`config.mk`:
```
export PLATFORM = sky130hd
export DESIGN_NAME = fanin_level_qualifier
export DESIGN_NICKNAME = d
export VERILOG_FILES = /design/src/rtl/fanin_level_qualifier.sv
export SDC_FILE = /design/constraint.sdc
export NUM_CORES = 1
export LEC_CHECK = 0
export CAP_MARGIN = 10
export CORE_MARGIN = 10
export CORE_UTILIZATION = 56
export CTS_BUF_LIST = sky130_fd_sc_hd__clkbuf_4 sky130_fd_sc_hd__clkbuf_8
export CTS_CLUSTER_DIAMETER = 150
export DETAILED_ROUTE_END_ITERATION = 7
export HOLD_SLACK_MARGIN = 0.08
export PLACE_DENSITY_LB_ADDON = 0.1
export SETUP_SLACK_MARGIN = 0.3
export SYNTH_ARGS = -nofsm -noshare
export SYNTH_HDL_FRONTEND = slang
export SYNTH_SLANG_ARGS = --single-unit
```
`constraint.sdc`:
```
create_clock -name clk -period 4.9 [get_ports clk]
set_clock_uncertainty 0.15 [all_clocks]
set_input_delay 0.49 -clock clk [delete_from_list [all_inputs] [get_ports clk]]
set_output_delay 0.49 -clock clk [all_outputs]
set_load 0.05 [all_outputs]
```
`src/rtl/fanin_level_qualifier.sv`:
```
// Stability filter on the fan-in combined level, with a valid/ready edge-event port and event/glitch counters.
// Build option: define FALL_EVT_EN to also report qualified falling edges as events.
module fanin_level_qualifier #(
    parameter int STABLE_CYCLES = 4,
    parameter int CNT_W         = 8
) (
    input  logic             clk,
    input  logic             rst,
    input  logic             din,
    output logic             level,
    output logic             evt_valid,
    input  logic             evt_ready,
    output logic             evt_rise,
    output logic             evt_overflow,
    input  logic             clr_ovf,
    output logic [CNT_W-1:0] evt_count,
    output logic [CNT_W-1:0] glitch_count
);

    localparam int QW = (STABLE_CYCLES < 2) ? 1 : $clog2(STABLE_CYCLES + 1);
    localparam logic [QW-1:0] Q_ONE  = QW'(1);
    localparam logic [QW-1:0] Q_LAST = QW'(STABLE_CYCLES);
`ifdef FALL_EVT_EN
    localparam bit FALL_EN = 1'b1;
`else
    localparam bit FALL_EN = 1'b0;
`endif

    typedef enum logic [1:0] {LOW, RISE_Q, HIGH, FALL_Q} state_t;

    state_t         state, state_nxt;
    logic [QW-1:0]  qcnt, qcnt_nxt;
    logic           level_nxt;
    logic           rise_evt, fall_evt, glitch;
    logic           new_evt, can_load;

    always_comb begin
        state_nxt = state;
        qcnt_nxt  = qcnt;
        level_nxt = level;
        rise_evt  = 1'b0;
        fall_evt  = 1'b0;
        glitch    = 1'b0;
        case (state)
            LOW: if (din) begin
                qcnt_nxt = Q_ONE;
                if (STABLE_CYCLES == 1) begin
                    state_nxt = HIGH;
                    level_nxt = 1'b1;
                    rise_evt  = 1'b1;
                end else begin
                    state_nxt = RISE_Q;
                end
            end
            RISE_Q: if (din) begin
                qcnt_nxt = qcnt + Q_ONE;
                if (qcnt_nxt == Q_LAST) begin
                    state_nxt = HIGH;
                    level_nxt = 1'b1;
                    rise_evt  = 1'b1;
                end
            end else begin
                state_nxt = LOW;
                glitch    = 1'b1;
            end
            HIGH: if (!din) begin
                qcnt_nxt = Q_ONE;
                if (STABLE_CYCLES == 1) begin
                    state_nxt = LOW;
                    level_nxt = 1'b0;
                    fall_evt  = FALL_EN;
                end else begin
                    state_nxt = FALL_Q;
                end
            end
            FALL_Q: if (!din) begin
                qcnt_nxt = qcnt + Q_ONE;
                if (qcnt_nxt == Q_LAST) begin
                    state_nxt = LOW;
                    level_nxt = 1'b0;
                    fall_evt  = FALL_EN;
                end
            end else begin
                state_nxt = HIGH;
                glitch    = 1'b1;
            end
            default: state_nxt = LOW;
        endcase
    end

    assign new_evt  = rise_evt | fall_evt;
    // A held event is replaced only when it is being accepted at this same edge.
    assign can_load = !evt_valid || evt_ready;

    always_ff @(posedge clk or posedge rst) begin
        if (rst) begin
            state        <= LOW;
            qcnt         <= '0;
            level        <= 1'b0;
            evt_valid    <= 1'b0;
            evt_rise     <= 1'b1;
            evt_overflow <= 1'b0;
            evt_count    <= '0;
            glitch_count <= '0;
        end else begin
            state <= state_nxt;
            qcnt  <= qcnt_nxt;
            level <= level_nxt;
            if (new_evt)
                evt_count <= evt_count + 1'b1;
            if (glitch && glitch_count != '1)
                glitch_count <= glitch_count + 1'b1;
            if (new_evt && can_load) begin
                evt_valid <= 1'b1;
                evt_rise  <= rise_evt;
            end else if (evt_valid && evt_ready) begin
                evt_valid <= 1'b0;
            end
            if (new_evt && !can_load)
                evt_overflow <= 1'b1;
            else if (clr_ovf)
                evt_overflow <= 1'b0;
        end
    end

endmodule

```
# Word level (Yosys, flattened, before mapping)
# Cells that the tools add are included.
# classes
addsub	3
mul	0
div	0
n_lt_le_gt_ge	0
n_eq_ne	13
n_shift	0
muxes	27
bitwise	0
n_reduce_logical	14
# ops
cell	n
$add A8 B1 Y8 const B	2
$mux W1	13
$mux W2	6
$mux W3	4
$ne A2 B2 Y1 const B	6
$pmux W3 S4	1
$ne A8 B8 Y1 const B	1
$pmux W2 S4	1
$reduce_and A4 Y1	2
$ne A3 B3 Y1 const B	2
$reduce_bool A2 Y1	3
$reduce_and A5 Y1	1
$eq A2 B2 Y1 const B	2
$logic_and A1 B1 Y1	4
$pmux W1 S2	2
$add A3 B1 Y3 const B	1
$eq A3 B3 Y1 const B	1
$eq A2 B1 Y1 const B	1
$logic_not A1 Y1	2
$logic_not A2 Y1	1
$logic_or A1 B1 Y1	1
# word_totals
ff_bits	25
latch_bits	0
mem_bits_rw	0
mem_bits_ro	0
output_inout_bits	20
elab_cells	65
memories	0

# Logic depth before layout (Yosys ltp)
# depth
ltp_word	7
mapped_depth	5

# Least setup slack after synthesis
# No wires, ideal clock.
# synth_timing
path_type	register to register
from	register glitch_count[0]
to	register glitch_count[1]
setup_time_ps	125
t_arrival_ps	1662
required_time_ps	4625
setup_slack_ps	2964
stages_incl_launch_ff	6
n_path_buf	0
period_less_slack_ps	1936
path_cell_list	dfrtp_1 -> ha_1 -> and2_1 -> nand4_1 -> nand3_2 -> mux2_2
# synth_via
elab_chain_len	2
# synth_lines
element	line_no	text
start: declaration	17	output logic [CNT_W-1:0] glitch_count
start signal: assignment	112	glitch_count <= glitch_count + 1'b1;
branches (longest 2 deep; another with $add A8 B1 Y8)	--	
# Parallel ways; which one is timed is not known.
# A chain may end at the register's enable or synchronous reset.

# Final worst setup path
# layout_timing
from	register evt_rise
to	output port evt_rise
# layout_rtl
element	line_no	text
start: declaration	13	output logic evt_rise,
start signal: assignment	115	evt_rise <= rise_evt;
# No word-level cell between the ends.

==> metrics <==
Max clock buf depth=2; instance count on the critical path=1; mux cell area share after synthesis=4.69%; Adder-Cell Fraction of Synth Area=4.26%; Initial Util=59.3%; placed cell count=155; peak supply drop=0.386 mV; WL met1=992 um; WL final=2.26 mm; max_cap viols=0; critical path startpoint=evt_rise; R2R Path Start=qcnt[0]; minimum clock period after layout=2.30 ns; leakage=0.647 nW; clock sinks=25; Setup WS pre-CTS=2.55 ns; Synth Warn #=0; Resize count post-CTS=0; setup ws final=2.60 ns; Synth Flop Type=dfrtp_1; setup TNS=0 ns; Fin. Hold Viols=0; filler cell count=138; RePlAce Congestion=0.835; Crit-path slowest cell=clkdlybuf4s50_1; HP Class=register to register; Synth cell types=32; ys async rst share=100%; Reg2Reg Depth=4; via count of the first global-routing pass=843; Placed Area=0.00144 mm2; row cnt=16; die area=0.00433 mm2; GRT Overall Usage=10.9%; Final HPWL DP=1.76 mm; Iteration-0 DRC Markers=16; global-route wire length before repair=3.79 mm; Seq/Total Area, Yosys=53.4%; final worst-path cycle share=47.0%; number of flops mapped to enable cells by yosys=0; H-tree lvl count=1; Reg2Reg Setup Slack=3.02 ns; Final setup viols=0; Remaining DRCs=0; Cell Area, Synth=0.00117 mm2; largest net degree at the start of global routing=26; Finished Layout Cells=159; crit path max fanout=2; clock-pin slew on the worst setup and hold paths=0.14 ns; endpoint class of the critical path=primary output; post-synthesis compound-gate area fraction=8.20%; total gr overflow=0; design area=0.00147 mm2; DR vias/cell=5.52; Pre-antenna DRT Iters=4; share of cells above drive strength 1=12.1%; Slew @ Worst Pin=0.940 ns; Req. time, crit path=4.26 ns; CTS Buf Count=3; Power Dens Cells=528 mW/mm2; Vias=878; normalized max-slew margin=37.2%; Max Clock Freq=434 MHz; hold slack=0.327 ns; Max Used Layer=met4; DR WL met3=149 um; die height=65.8 um; kind of critical path=register to primary output; XOR/XNOR Fraction of Synth Area=8.09%; die width=65.8 um; Worst R2R End=evt_count[1]; area of the multi-input gates=529 um2; CTS tree=yes; simple-gate share of the synthesized area=19.8%; ANT nets after route=0; initial antenna violation count=0; RSZ-0062 raised after global routing=no; syn avg cell area=11.2 um2; ant diodes=0; status=finished, final reports clean; CP arrival=1.66 ns; root buffer cell=clkbuf_4; I/O pins=25; CTS Hold Buffers Added=0; largest family of logic cells by synthesized area=simple AND/OR/NAND/NOR gates; insertion delay to the later sink of the worst-skew pair=0.31 ns; delay of the slowest cell on the worst path=0.80 ns; # port buffers=24; Top delay family on crit path=buffers and inverters; Synthesized Nets=114; Area growth, synth to finish=25.2%; wire per inst=14.2 um; buffer and inverter count on the worst path=1; Synth Instances=105; Core Area=0.00198 mm2; startpoint types=register; Final Slew Violations=0; crit-path cells=clkdlybuf4s50_1; Yosys reg bits=25; setup repair bufs after CTS=0; layout net count=142; metal2 WL=1.08 mm; register area=627 um2; CP endpoint=evt_rise
## synthesized netlist by cell type, types with 2 or more instances
master	number	area share, %
o21ai_0	6	2.6
mux2_2	4	3.8
nand3_1	4	1.7
inv_1	3	0.96
dfrtp_1	24	51
xor2_1	2	1.5
nor2_1	5	1.6
a31oi_1	2	1.1
ha_1	4	4.3
and3_1	3	1.6
xnor2_1	7	5.2
nand2_1	12	3.8
nand4_1	5	2.7
a21oi_1	6	2.6
## sequential cells by signal, summed over array words and instances (netlist names), named ones only
signal        count
evt_valid         1
evt_overflow      1
state             1
evt_count         8
evt_rise          1
glitch_count      8
qcnt              3
level             1
## layout make-up
cell class / instances / share of cell area [%]
well taps: 27 / 2.30
inverters: 3 / 0.765
multi-input cells: 76 / 36.0
repair buffers: 24 / 16.3
flip-flops and latches: 25 / 42.6
clock buffers: 4 / 2.04
## layout by cell type (no fill, tap or decap), types with 2 or more instances in the layout
| cell | instances |
|---|---|
| dfrtp_1 | 24 |
| clkdlybuf4s50_1 | 24 |
| nand2_1 | 12 |
| xnor2_1 | 7 |
| o21ai_0 | 6 |
| a21oi_1 | 6 |
| nor2_1 | 5 |
| nand4_1 | 5 |
| mux2_2 | 4 |
| nand3_1 | 4 |
| ha_1 | 4 |
| clkbuf_4 | 4 |
| and3_1 | 3 |
| inv_1 | 3 |
| a31oi_1 | 2 |
| xor2_1 | 2 |
## worst register-to-register path: stages (launching register included)
cell,delay [ns]
dfrtp_1,0.44
ha_1,0.25
xnor2_1,0.19
nor2_1,0.37
mux2_2,0.38
## kinds of logic (layout without fill, tap and decap cells)
| group | after synthesis | count (layout) |
|---|---|---|
| adders and majority gates | 4 | 4 |
| xor gates and xnor gates | 10 | 10 |
| AOI/OAI and AO/OA | 17 | 17 |
| buffers and inverters | 4 | 31 |
| muxes | 5 | 5 |
| and+or+nand+nor | 40 | 40 |
| DFF | 25 | 25 |
## worst min-delay path by stage
stage	slack (ns)	depth (start not counted)	start	endpoint
finish	0.33	1	evt_count[7]	evt_count[7]
global route	0.36	1	evt_count[7]	evt_count[7]
CTS	0.34	1	evt_count[7]	evt_count[7]
detailed placement	0.31	1	evt_count[7]	evt_count[7]
global placement	0.31	1	evt_count[7]	evt_count[7]
floorplan	0.32	1	qcnt[2]	qcnt[2]
## report_power, final
part	leakage (nW)	internal (W)	switching (W)
Sequential	0.320	0.000260	0.0000623
Clock	0.0184	0.0000373	0.0000608
Combinational	0.309	0.000135	0.000221
Total	0.647	0.000432	0.000344
## routing by layer
metal | vias to the layer above | GRT usage, %
li1 | 422 | -
met1 | 423 | 12.9
met2 | 25 | 17.5
met3 | 8 | 2.71
met4 | 0 | 5.88
met5 | - | 0
## per-stage QoR
stage	power, W	utilization (%)
finish	0.000776	74.2
detailed placement	0.000688	72.7
floorplan	0.000578	-
global route	0.000827	74.2
global placement	0.000672	72.7
CTS	0.000783	74.2
Power figures use the tool's default switching activity.
